===== src/rtl/rf_pkg.sv =====
// rtl/rf_pkg.sv - shared sizes, types and constants for the integer register file
package rf_pkg;

  localparam int unsigned DataWidth = 32;
  localparam int unsigned NumRegs   = 32;
  localparam int unsigned AddrWidth = $clog2(NumRegs);

  typedef logic [AddrWidth-1:0] rf_addr_t;
  typedef logic [DataWidth-1:0] rf_data_t;

  localparam rf_addr_t RfZeroAddr = '0;

endpackage


===== src/rtl/rf_scoreboard.sv =====
// rtl/rf_scoreboard.sv - per-register pending-write (busy) tracking
// Ports:
//   clk_i, rst_ni            clock, asynchronous active-low reset
//   issue_rd_i, issue_we_i   destination of the instruction issuing this cycle
//   waddr_i, we_i            writeback retiring a write
//   flush_i                  drop every pending write
//   busy_o                   busy vector, bit 0 always 0
module rf_scoreboard #(
  parameter int unsigned NumRegs   = rf_pkg::NumRegs,
  parameter int unsigned AddrWidth = rf_pkg::AddrWidth
) (
  input  logic                 clk_i,
  input  logic                 rst_ni,
  input  logic [AddrWidth-1:0] issue_rd_i,
  input  logic                 issue_we_i,
  input  logic [AddrWidth-1:0] waddr_i,
  input  logic                 we_i,
  input  logic                 flush_i,
  output logic [NumRegs-1:0]   busy_o
);

  logic [NumRegs-1:0] busy_d, busy_q;

  // Clear is applied before set so a same-cycle issue to the register being
  // retired keeps it busy: the issuing instruction is the younger producer.
  // Addresses outside 1..NumRegs-1 never match a bit, so they are ignored.
  always_comb begin
    busy_d = busy_q;
    if (flush_i) begin
      busy_d = '0;
    end else begin
      for (int i = 1; i < int'(NumRegs); i++) begin
        if (we_i && (waddr_i == AddrWidth'(i))) begin
          busy_d[i] = 1'b0;
        end
        if (issue_we_i && (issue_rd_i == AddrWidth'(i))) begin
          busy_d[i] = 1'b1;
        end
      end
    end
    busy_d[0] = 1'b0;
  end

  always_ff @(posedge clk_i or negedge rst_ni) begin
    if (!rst_ni) begin
      busy_q <= '0;
    end else begin
      busy_q <= busy_d;
    end
  end

  assign busy_o = busy_q;

endmodule


===== src/rtl/rf_top.sv =====
// rtl/rf_top.sv - 31-entry integer register file with hardwired x0 and busy scoreboard
// Optional feature macro: RF_WRITE_BYPASS_EN (same-cycle write-to-read forwarding)
// Ports:
//   clk_i, rst_ni                  clock, asynchronous active-low reset
//   raddr_a_i/rdata_a_o/rbusy_a_o  read port A: address, data, pending-write flag
//   raddr_b_i/rdata_b_o/rbusy_b_o  read port B: address, data, pending-write flag
//   waddr_i, wdata_i, we_i         writeback write port
//   issue_rd_i, issue_we_i         destination claimed by the issuing instruction
//   flush_i                        drop all pending writes
//   busy_o                         full busy vector, bit 0 always 0
module rf_top
  import rf_pkg::RfZeroAddr;
#(
  parameter int unsigned DataWidth = rf_pkg::DataWidth,
  parameter int unsigned NumRegs   = rf_pkg::NumRegs,
  parameter int unsigned AddrWidth = rf_pkg::AddrWidth
) (
  input  logic                 clk_i,
  input  logic                 rst_ni,
  input  logic [AddrWidth-1:0] raddr_a_i,
  output logic [DataWidth-1:0] rdata_a_o,
  output logic                 rbusy_a_o,
  input  logic [AddrWidth-1:0] raddr_b_i,
  output logic [DataWidth-1:0] rdata_b_o,
  output logic                 rbusy_b_o,
  input  logic [AddrWidth-1:0] waddr_i,
  input  logic [DataWidth-1:0] wdata_i,
  input  logic                 we_i,
  input  logic [AddrWidth-1:0] issue_rd_i,
  input  logic                 issue_we_i,
  input  logic                 flush_i,
  output logic [NumRegs-1:0]   busy_o
);

  // x0 has no storage; the array starts at index 1.
  logic [DataWidth-1:0] regs_d [1:NumRegs-1];
  logic [DataWidth-1:0] regs_q [1:NumRegs-1];
  logic                 wr_en;
  logic                 hit_a, hit_b;

  assign wr_en = we_i && (waddr_i != AddrWidth'(RfZeroAddr));

  always_comb begin
    regs_d = regs_q;
    for (int i = 1; i < int'(NumRegs); i++) begin
      if (wr_en && (waddr_i == AddrWidth'(i))) begin
        regs_d[i] = wdata_i;
      end
    end
  end

  always_ff @(posedge clk_i or negedge rst_ni) begin
    if (!rst_ni) begin
      for (int i = 1; i < int'(NumRegs); i++) begin
        regs_q[i] <= '0;
      end
    end else begin
      regs_q <= regs_d;
    end
  end

  rf_scoreboard #(
    .NumRegs  (NumRegs),
    .AddrWidth(AddrWidth)
  ) u_scoreboard (
    .clk_i     (clk_i),
    .rst_ni    (rst_ni),
    .issue_rd_i(issue_rd_i),
    .issue_we_i(issue_we_i),
    .waddr_i   (waddr_i),
    .we_i      (we_i),
    .flush_i   (flush_i),
    .busy_o    (busy_o)
  );

  // Read muxes: x0 and out-of-range addresses match no entry and read as 0 / not busy.
  always_comb begin
    rdata_a_o = '0;
    rbusy_a_o = 1'b0;
    rdata_b_o = '0;
    rbusy_b_o = 1'b0;
    hit_a     = 1'b0;
    hit_b     = 1'b0;
    for (int i = 1; i < int'(NumRegs); i++) begin
      if (raddr_a_i == AddrWidth'(i)) begin
        rdata_a_o = regs_q[i];
        rbusy_a_o = busy_o[i];
        hit_a     = 1'b1;
      end
      if (raddr_b_i == AddrWidth'(i)) begin
        rdata_b_o = regs_q[i];
        rbusy_b_o = busy_o[i];
        hit_b     = 1'b1;
      end
    end
`ifdef RF_WRITE_BYPASS_EN
    // Forward the retiring write; the register only stays busy if a new
    // producer claims it in this same cycle.
    if (hit_a && wr_en && (raddr_a_i == waddr_i)) begin
      rdata_a_o = wdata_i;
      rbusy_a_o = issue_we_i && (issue_rd_i == raddr_a_i);
    end
    if (hit_b && wr_en && (raddr_b_i == waddr_i)) begin
      rdata_b_o = wdata_i;
      rbusy_b_o = issue_we_i && (issue_rd_i == raddr_b_i);
    end
`else
    hit_a = hit_a;
    hit_b = hit_b;
`endif
  end

endmodule

===== config.mk =====
export PLATFORM = sky130hd
export DESIGN_NAME = rf_top
export DESIGN_NICKNAME = d
export VERILOG_FILES = /design/src/rtl/rf_pkg.sv /design/src/rtl/rf_scoreboard.sv /design/src/rtl/rf_top.sv
export SDC_FILE = /design/constraint.sdc
export NUM_CORES = 2
export LEC_CHECK = 0
export ABC_AREA = 1
export CAP_MARGIN = 40
export CORE_MARGIN = 4
export CORE_UTILIZATION = 50
export CTS_CLUSTER_DIAMETER = 40
export DETAILED_ROUTE_END_ITERATION = 8
export GPL_TIMING_DRIVEN = 0
export PLACE_DENSITY_LB_ADDON = 0.05
export SLEW_MARGIN = 15
export SYNTH_ARGS = -nofsm -noshare
export SYNTH_HDL_FRONTEND = slang
export SYNTH_SLANG_ARGS = --single-unit

===== constraint.sdc =====
create_clock -name clk_i -period 5.3 [get_ports clk_i]
set_clock_uncertainty 0.05 [all_clocks]
set_input_delay 1.59 -clock clk_i [delete_from_list [all_inputs] [get_ports clk_i]]
set_output_delay 1.59 -clock clk_i [all_outputs]
set_load 0.02 [all_outputs]

==> summary.md <==
| Metric | Value |
|---|---|
| Crit Path Class | `input pin to output pin` |
| Final core utilization | `around 63%` |
| Synth top area cells | `dfrtp_1 (48%), nand2_1 (19%), o21ai_0 (9.6%)` |
| Antenna-violating nets left | `0` |
| Logic pwr share | `15.4%` |
| Yosys cell types | `31` |
| Status | `complete, but fails checks` |
| Synth Net Count | `7445` |
| Critical path, cell by cell | `buf_8 -> buf_8 -> nand2_8 -> inv_4 -> buf_8 -> buf_8 -> nand4_1 -> nand3_2 -> nor2_4 -> nand4_1 -> nor2_1 -> nand4_1 -> nor2_2 -> nand4_1 -> nor2_2 -> nand4_1 -> nor2_1 -> nand4_1 -> nor2_2 -> nand4_1 -> nor2_4 -> nand4_1 -> buf_4` |
| Synthesis Warnings | `0` |
| Switching share of power | `about a third` |
| Final Cell Area | `approximately 67000 µm²` |
| Final worst slack | `-2334 ps` |
| CTS root buffer | `clkbuf_16` |
| Initial antenna violation count | `17` |
| Yosys top cell area share | `approximately half` |
| Final Non-Filler Cells | `approximately 9.4k` |
| Final WL | `around 260 mm` |
| Tot Pwr | `between 20000 and 30000 µW` |
| RSZ-0062 raised after global routing | `yes` |
| Hold-fix buffers at CTS | `0` |
| Final min period | `about 7600 ps` |
| Most frequent cells in the layout | `nand2_1 (2536), dfrtp_1 (1023), o21ai_0 (1003)` |
| Seq/Total Area, Yosys | `between 40% and 50%` |
| Crit-path max cell delay | `between 500 and 600 ps` |
| Crit start category | `input pin` |
| Slew @ Worst Pin | `just under 1000 ps` |
| Net load switching power | `8239 µW` |
| Async set or reset register ratio after synthesis | `100.0%` |
| Placed Cells | `8964` |
| Number of synthesized register bits | `between 1k and 1.5k` |
| Area Growth Syn to Fin | `26.01%` |
| Kind of end point of the critical path | `output pin` |
| # Max-Cap Violations | `0` |
| Number of synthesized flops with an enable pin | `0` |
| Skew-Pair Late Insertion Delay | `roughly 780 ps` |
| Clock share of power | `44.6%` |
| FF+latch area | `25600 µm²` |
| Failing checks | `negative setup slack` |
| Fmax | `around 0.13 GHz` |
| GRT overflow | `0` |
| Crit-path leading delay family | `simple AND/OR/NAND/NOR gates` |
| Power Dens Cells | `a little under 400 nW/µm²` |
| Post-route DRC | `0` |
| Most common cell after layout, fill and taps aside | `nand2_1` |
| Num CTS Buffers | `roughly 160` |
| Power share of the sequential group | `around two fifths` |
| Top_reg_cell synth | `dfrtp_1` |
| CTS Buffer Depth | `3` |
| Most frequent CP cell | `nand4_1` |
| Worst EP required | `about 3700 ps` |
| Avg Cell Area, Syn | `7.161 µm²` |
| Buf+Inv Stages, Crit Path | `6` |
| All-Layer GR Usage | `about 46%` |
| Slew margin rel. | `between 30% and 40%` |
| Wirelength per Cell | `approximately 28 µm` |
| Die area | `~110000 µm²` |
| # fillers | `between 9k and 10k` |
| RePlAce Congestion | `1.038` |
| Reg2Reg Setup Slack | `approximately 4300 ps` |
| TritonRoute pass-1 iters | `9` |
| IO Pins | `155` |
| CP max FO | `5` |
| Worst VDD drop | `roughly 0.00032 V` |
| Via Count | `about 58k` |
| Share of cells above drive strength 1 | `15.38%` |
| Starting Density | `between 50% and 60%` |
| I/O Buffers | `150` |
| Die W | `333.3 µm` |
| CTS tree | `built` |
| Hold crit path type | `flop to flop` |
| Num Clock Sinks | `1023` |
| H-tree Lvls | `4` |
| Largest net degree at the start of global routing | `between 100 and 150` |
| Lkg Pwr | `between 0.03 and 0.04 µW` |
| Hold Fails Final Rpt | `0` |
| Area of the multi-input gates | `roughly 25000 µm²` |
| Final Setup Violations | `66` |
| Die Ht | `333.3 µm` |
| Nets | `7936` |
| Clock-pin slew on the worst setup and hold paths | `50 ps` |
| Area of the core | `~110000 µm²` |
| Arr. time, crit path | `5990 ps` |
| Slowest stage cell on the critical path | `nand4_1` |
| Vias in the first global route | `approximately 54k` |
| First-pass GRT wire length | `about 370 mm` |
| Dpl ws | `-3443 ps` |
| Cell count after synthesis | `7388` |
| Post-DP HPWL | `193.7 mm` |
| Num rows | `approximately 120` |
| Via-to-Cell Ratio | `between 6 and 7` |
| P_int | `17950 µW` |
| Crit share post-route | `144.0%` |
| Initial DRC count | `between 8k and 9k` |
| Biggest area consumer among synthesized cells | `dfrtp_1` |
| Final slew viol count | `0` |
| Area post-placement | `around 57000 µm²` |
| Syn Std Cell Area | `about 53000 µm²` |
[flip-flops by register name, summed over array words and instances (netlist names)]
signal and count:
regs_q 992, u_scoreboard.busy_o 31
[cells in the mapped netlist, types with 2 or more instances]
cell type  count
buf_2         45
and3_1         2
nand2_8        2
nor3_1        20
nor2_2        11
nor3_4         2
or2_0          6
buf_1         13
nand2_2        2
inv_2          7
nand3_1       88
a21oi_1       73
clkbuf_1     468
buf_4          9
or2_2         49
o2111ai_1     10
o21ai_0     1016
nor3_2         3
nand2_1     2624
nand4_1      586
buf_6          4
inv_1        472
dfrtp_1     1023
clkinv_1       4
nor2_1       842
nor2_4         2
[kinds of logic after synthesis]
group                  share of synthesized area [%]
AO/OA/AOI/OAI                                  10.47
buffers and inverters                          7.490
flip-flops                                     48.39
other                                       0.007088
AND/OR/NAND/NOR                                33.65
[worst reg2reg max path, stage by stage, from the launching register on]
cell     delay [ps]
dfrtp_1         570
nand2_1         120
a21oi_1         170
[power by group through the flow]
stage	sequential [µW]	combinational [µW]	clock [µW]
after floorplan	10100	2040	0
after global placement	10500	3480	0
after detailed placement	10500	3620	0
after CTS	10400	3870	11700
after global routing	10600	4370	12000
final	10500	4030	11700
[what timing repair did]
action                                  4_1_cts  5_1_grt
buffers inserted                             78       55
resized for setup                          1067      203
pin swaps                                   607      607
endpoints found under the setup margin       66       66
cloned                                        7        3
[worst paths after layout]
kind,depth (start not counted),to,startpoint
setup / recovery,23,rdata_b_o[27],raddr_b_i[1]
hold / removal,2,regs_q[495],regs_q[495]
setup reg to reg,2,u_scoreboard.busy_o[14],u_scoreboard.busy_o[14]
hold reg to reg,2,regs_q[495],regs_q[495]
max in group asynchronous,4,regs_q[79],rst_ni
min in group asynchronous,1,regs_q[658],rst_ni
[routing by layer]
layer | global-route usage [%] | wire length (µm)
met5 | 0 | 23
met4 | 32.42 | 23190
met3 | 12.45 | 32860
met2 | 68.22 | 112100
met1 | 58.99 | 94910
[layout make-up]
type                       count  share of cell area, %
antenna                        9                0.03379
sequential                  1023                  38.40
clock inverter               104                  2.067
timing repair buffer         326                  4.934
multi-input combinational   5342                  37.99
tap                         1391                  2.611
clock buffer                 201                  6.856
buffer                       539                  4.302
inverter                     484                  2.806
[stage by stage]
step / setup TNS (ps) / hold slack [ps]
2_1_floorplan: 0 / 403.0
3_3_place_gp: - / 415.5
3_5_place_dp: -182070 / 423.0
4_1_cts: -91180 / 436.2
5_1_grt: -99920 / 452.3
6_report: -100010 / 432.0
No activity file was read; power rests on OpenSTA's default activity.
